===== src/rtl/key_debounce_capture_pkg.sv =====
// Shared constants and helpers for the push-button conditioning block.
// Key pins are active-low: a pressed key reads 0.
package key_pkg;

   localparam int DEFAULT_DEBOUNCE_CYCLES = 500000;

   localparam logic KEY_RELEASED = 1'b1;
   localparam logic KEY_PRESSED  = 1'b0;

   // The counter only ever reaches n-1, but n+1 keeps the width sane for n=1.
   function automatic int cnt_width(input int n);
      return $clog2(n + 1);
   endfunction

endpackage


===== src/rtl/key_debounce_capture_cell.sv =====
// One key: two-flop synchroniser, stable-time counter, debounced level and
// single-cycle press/lift pulses on each accepted transition.
module key_debounce_cell
   import key_pkg::*;
#(
   parameter int DEBOUNCE_CYCLES = DEFAULT_DEBOUNCE_CYCLES
) (
   input  logic clk,
   input  logic reset,
   input  logic key_raw,
   output logic level,
   output logic press,
   output logic lift
);

   localparam int CW = cnt_width(DEBOUNCE_CYCLES);
   localparam logic [CW-1:0] CNT_LAST = CW'(DEBOUNCE_CYCLES - 1);

   logic          s1;
   logic          s2;
   logic [CW-1:0] cnt;

   always_ff @(posedge clk) begin
      if (reset) begin
         s1    <= KEY_RELEASED;
         s2    <= KEY_RELEASED;
         level <= KEY_RELEASED;
         cnt   <= '0;
         press <= 1'b0;
         lift  <= 1'b0;
      end else begin
         s1    <= key_raw;
         s2    <= s1;
         press <= 1'b0;
         lift  <= 1'b0;
         // Any return to the accepted level restarts the stable-time window.
         if (s2 == level) begin
            cnt <= '0;
         end else if (cnt == CNT_LAST) begin
            level <= s2;
            cnt   <= '0;
            press <= (s2 == KEY_PRESSED);
            lift  <= (s2 == KEY_RELEASED);
         end else begin
            cnt <= cnt + CW'(1);
         end
      end
   end

endmodule


===== src/rtl/key_debounce_capture.sv =====
// Push-button conditioning between the board KEY pins and the key PIO:
// per-key debounce cells plus sticky press capture and a maskable interrupt.
module key_debounce_capture
   import key_pkg::*;
#(
   parameter int NUM_KEYS        = 4,
   parameter int DEBOUNCE_CYCLES = DEFAULT_DEBOUNCE_CYCLES
) (
   input  logic                clk_clk,
   input  logic                reset_reset,
   input  logic [NUM_KEYS-1:0] key_in,
   output logic [NUM_KEYS-1:0] key_level,
   output logic [NUM_KEYS-1:0] key_press,
   output logic [NUM_KEYS-1:0] key_release,
   input  logic [NUM_KEYS-1:0] capture_clr,
   input  logic [NUM_KEYS-1:0] irq_mask,
   output logic [NUM_KEYS-1:0] edge_capture,
   output logic                irq
);

   for (genvar i = 0; i < NUM_KEYS; i++) begin : g_key
      key_debounce_cell #(
         .DEBOUNCE_CYCLES(DEBOUNCE_CYCLES)
      ) u_cell (
         .clk     (clk_clk),
         .reset   (reset_reset),
         .key_raw (key_in[i]),
         .level   (key_level[i]),
         .press   (key_press[i]),
         .lift    (key_release[i])
      );
   end

   // A press arriving in the same cycle as a clear wins so no press is lost.
   always_ff @(posedge clk_clk) begin
      if (reset_reset) begin
         edge_capture <= '0;
         irq          <= 1'b0;
      end else begin
         edge_capture <= (edge_capture & ~capture_clr) | key_press;
         irq          <= |(edge_capture & irq_mask);
      end
   end

endmodule


===== config.mk =====
export PLATFORM = sky130hd
export DESIGN_NAME = key_debounce_capture
export DESIGN_NICKNAME = d
export VERILOG_FILES = /design/src/rtl/key_debounce_capture_pkg.sv /design/src/rtl/key_debounce_capture_cell.sv /design/src/rtl/key_debounce_capture.sv
export SDC_FILE = /design/constraint.sdc
export NUM_CORES = 1
export LEC_CHECK = 0
export BUFFER_PORTS_ARGS = -buffer_cell sky130_fd_sc_hd__buf_4
export CAP_MARGIN = 20
export CORE_MARGIN = 4
export CORE_UTILIZATION = 50
export CTS_BUF_LIST = sky130_fd_sc_hd__clkbuf_16
export DETAILED_ROUTE_END_ITERATION = 6
export HOLD_SLACK_MARGIN = 0.02
export PLACE_DENSITY = 0.71
export SLEW_MARGIN = 25
export SYNTH_ARGS = -nofsm -noshare
export SYNTH_HDL_FRONTEND = slang
export SYNTH_SLANG_ARGS = --single-unit

===== constraint.sdc =====
create_clock -name clk_clk -period 1.8 [get_ports clk_clk]
set_input_delay 0 -clock clk_clk [delete_from_list [all_inputs] [get_ports clk_clk]]
set_output_delay 0 -clock clk_clk [all_outputs]
set_load 0.05 [all_outputs]

Word-level counts from Yosys, hierarchy flattened:

Cells that the tools add are included.

* bits in registers: 101
* input port bits: 14
* output and inout port bits: 17
* word-level logic and storage cells: 67

* add/subtract/negate cells: 4
* eq/ne operators: 8
* bitwise logic cells: 16
* reduce and logical (&&, ||, !) cells: 13

Operators by type and width (number)
* 19-bit by 1-bit adder with 19-bit output (second input constant): 4
* 19-bit == test (second input constant): 4
* 3-bit OR reduction: 8
* 1-bit inverter: 12
* 4-bit AND: 2
* 2-bit AND reduction: 4
* 1-bit == test: 4
* 4-bit inverter: 1
* 4-bit OR: 1
* 4-bit OR reduction: 1

Logic depth before layout (Yosys ltp):

* depth in word-level cells: 3
* depth in mapped cells: 7

Modules after synthesis:

From an unflattened synthesis, not the netlist that was laid out.

* cell total of the unflattened synthesis: 483
* area, all modules: 4345.4 um^2

Modules (own cells, without submodules)
* key_debounce_cell (g_key[0].u_cell ...): instances 3, cells an instance 117, area an instance 1049.8 um^2
* key_debounce_cell (g_key[1].u_cell): instances 1, cells an instance 112, area an instance 1016.0 um^2
* key_debounce_capture: instances 1, cells an instance 20, area an instance 180.2 um^2

Worst setup path after synthesis:

No wires, ideal clock.

* kind: register to register
* start: register g_key[3].u_cell.cnt[0]
* end: register g_key[3].u_cell.cnt[18]
* data arrival time: 1769 ps
* required time: 1730 ps
* slack: -39 ps
* cell stages (with the launch flop): 7
* path through: dfxtp_1 -> ha_1 -> nand2_2 -> or3_1 -> clkbuf_2 -> or4_1 -> a21oi_1

* word-level cells in the longest chain between the ends: 2

Ends and longest elaborated chain
* start, declared: line key_debounce_capture_cell.sv:21 `logic [CW-1:0] cnt;`
* start signal, assigned: line key_debounce_capture_cell.sv:45 `cnt <= cnt + CW'(1);`
* parallel branches: the longest is 2 deep, another holds 19-bit by 1-bit adder with 19-bit output

Several ways; the timed one is not identified.
A chain may end at the register's enable or synchronous reset.

Worst setup path after layout:

* start: register g_key[3].u_cell.cnt[5]
* end: register g_key[3].u_cell.level

* word-level cells in the longest chain between the ends: 2

Ends and longest elaborated chain
* 19-bit == test: line key_debounce_capture_cell.sv:39 `end else if (cnt == CNT_LAST) begin`
* 2-bit AND reduction (no source line)
* end signal, assigned: line key_debounce_capture_cell.sv:27 `level <= KEY_RELEASED;`
* end signal, assigned: line key_debounce_capture_cell.sv:40 `level <= s2;`
* end, declared: line key_debounce_capture_cell.sv:11 `output logic level,`

Every way passes these cells.

==> summary.txt <==
Outcome
  – Status: finished clean

Critical path
  – Crit Reg-Reg Endpoint: g_key[3].u_cell.level
  – Worst-path cell chain: or4_1 > or4_4 > nor3_4 > mux2i_1
  – R2r startpoint: g_key[3].u_cell.cnt[5]
  – Slowest CP cell: or4_1
  – Worst path max stage delay: 0.54 ns
  – R2R setup slack: 0.06 ns
  – Reg2reg path depth: 4
  – Crit path to: g_key[3].u_cell.level
  – CP Class: flip-flop to flip-flop
  – Crit. End Element: flip-flop
  – Crit path from: g_key[3].u_cell.cnt[5]
  – Crit Path Max Fanout: 2
  – Arrival @ worst endpoint: 2.00 ns
  – CP required: 2.06 ns
  – Crit start category: flip-flop

STA
  – Final period utilization: 96.47%
  – Final WS setup: 0.06350 ns
  – Setup Skew: 0.008127 ns
  – Fmax: approximately 580 MHz
  – Setup violators final: 0
  – Worst-Margin Slew: 0.4354 ns
  – Crit path time final: 1.737 ns
  – Final Slew Violations: 0
  – Slew margin rel.: approximately 70%
  – Hold Vio Cnt, Final: 0
  – Final TNS setup: 0 ns

Route
  – First drt pass iteration count: 4
  – Vias post-DR: around 3700
  – Final WL: a little over 9 mm
  – Initial drt markers: 144
  – Routed Antenna Nets: 0
  – Via density: 5.271
  – Drt wl/cell: approximately 13 µm
  – DRC: 0

Pwr
  – Peak VDD IR: 0.5462 mV
  – Power Density: between 700 and 800 mW/mm²
  – Leakage: 0.001828 µW

Cells and area
  – Filler Cells Inserted: 739
  – Diode count: 0
  – Final non-filler cell total: 695
  – Layout area overhead: 23.39%
  – Area taken by multi-input logic gates: about 0.0022 mm²
  – Post-layout util: 62.98%
  – Layout cells sized above 1: about a fifth
  – Post-layout net count: 601
  – Register area: 0.002029 mm²

Synthesis
  – Largest family of logic cells by synthesized area: simple AND/OR/NAND/NOR gates
  – Synth cell types: 45
  – Multiplexer share of the synthesized area: 1.356%
  – Post-synth EDFFs: 0
  – Area contributors post-synth: dfxtp_1, xnor2_1, nor2_1, nor4_1, nand4_1
  – Commonest cells post-synth: dfxtp_1, nor2_1, xnor2_1
  – Synth warn: 0
  – Seq/Total Area, Yosys: 45.65%
  – #FFs+latches synth: roughly 100
  – Ys flop type: dfxtp_1
  – Compound-Gate Fraction of Synth Area: 3.644%
  – Ys async rst share: 0%
  – Synth Area in Simple Gates: 30.28%
  – Syn Std Cell Area: 0.004429 mm²
  – Syn Nets: 528
  – Post-Syn Instances: 510
  – Synth Area in XOR/XNOR: ~12%
  – Adder-Cell Fraction of Synth Area: 1.130%
  – Most frequent cell after synthesis: dfxtp_1
  – Post-Syn Area per Cell: approximately 8.7 µm²
  – Top cell type's share of synthesized area: between 40% and 50%
  – Yosys top cell by area: dfxtp_1

Clocking
  – Clock Latency Late Sink: 0.34 ns
  – Clock transition at path regs: 0.07 ns
  – Max clock buf depth: 2
  – CTS H-tree lvls: 3
  – CTS Buf Count: 9
  – Clock sinks: between 100 and 150
  – TritonCTS clock tree: done
  – Clock root buffer master: clkbuf_16

GRT
  – Met1 Track Usage GR: about 22%
  – Met3 global-route usage: 2.730%
  – Vias in the first global route: approximately 3600
  – GRT overflow: 0
  – Largest net degree at the start of global routing: 28
  – Grt met2 use: 31.23%
  – Global-route wire length before repair: 15.37 mm
  – Initial antenna violation count: 0
  – All-Layer GR Usage: 17.92%
  – Busiest grt layer: met2

Floorplan
  – Core box area: 0.008678 mm²
  – Die Span Y: between 100 and 150 µm
  – Area of the die: 0.01043 mm²
  – Width of the die: 102.1 µm
  – Initial core utilization: 51.04%
  – Io pins: 31
  – Row Count: 34

Run
  – Max-Cap Viols: 0

Place
  – Placer Congestion: between 0.9 and 1
  – PortBufs: 30
  – Dpl ws: -0.07160 ns
  – DP Wirelength: between 6 and 7 mm
  – Placed insts: 662

Min path
  – Min-delay src: key_in[2]
  – Worst min-delay path class: primary input to flip-flop
  – Hold Path Stages: 3
==> worst max-delay path: cells and delay by family, from the launching register on <==
kind / cells / cell delay (ns)
flops: 1 / 0.31
simple gates: 3 / 1.15
mux: 1 / 0.21
==> layout make-up <==
type                    instances  share of cell area [%]
multi-input cells             358                   40.43
clock inverters                 6                   1.190
inverters                      24                   1.648
repair buffers                 89                   13.00
flip-flops and latches        101                   37.13
well taps                     108                   2.473
clock buffers                   9                   4.121
==> state kept, by name, summed over array words and instances, names as in the netlist <==
| register | flops |
|---|---|
| edge_capture | 4 |
| g_key.u_cell.cnt | 76 |
| g_key.u_cell.level | 4 |
| g_key.u_cell.lift | 4 |
| g_key.u_cell.press | 4 |
| g_key.u_cell.s1 | 4 |
| g_key.u_cell.s2 | 4 |
| irq | 1 |
==> per-stage QoR <==
step,hold WS (ns),power (µW),cell area [µm²]
6_report,0.3895,4216,5465
5_1_grt,0.4093,4363,5465
4_1_cts,0.3945,4252,5414
3_5_place_dp,0.1938,2377,4949
3_3_place_gp,0.1936,2375,4949
2_1_floorplan,0.1038,2338,4433
==> power breakdown <==
| part | switching [µW] | internal, µW |
|---|---|---|
| combinational | 41.1 | 53.0 |
| sequential | 6.30 | 2250 |
| clock | 804 | 1070 |
| total | 852 | 3360 |
==> worst min-delay path by stage <==
stage                                    end  slack (ns)
after floorplan           g_key[0].u_cell.s1        0.10
after global placement    g_key[0].u_cell.s1        0.19
after detailed placement  g_key[0].u_cell.s1        0.19
after CTS                 g_key[2].u_cell.s1        0.39
after global routing      g_key[2].u_cell.s1        0.41
final                     g_key[2].u_cell.s1        0.39
==> kinds of logic (layout without fill, tap and decap cells) <==
group,after synthesis,count (layout)
xor+xnor,63,63
compound gates,27,27
fa+ha+maj,4,4
simple gates,258,258
mux,6,6
buf+inv,51,128
flops,101,101
==> layer usage <==
metal  wire [µm]  vias to the layer above
met1        4199                     1667
met3         392                       17
met5           0                        -
met2        4357                       72
met4         158                        0
li1            -                     1907
==> cell usage in the layout, fill, tap and decap left out, drive strengths merged, types with 17 or more instances in the layout <==
master       count
dfxtp          101
nor2            93
buf             72
xnor2           50
nor4            29
nand3           28
nand4           25
inv             24
nor3            23
nand2           19
dlygate4sd3     17
==> repair_timing <==
action	4_1_cts	5_1_grt
buffers inserted	0	1
setup endpoints to repair	2	14
endpoints found under the hold margin	9	0
cloned	0	0
gates resized for setup	1	13
pin swaps	1	4
hold buffers	17	0
Power figures use the tool's default switching activity.
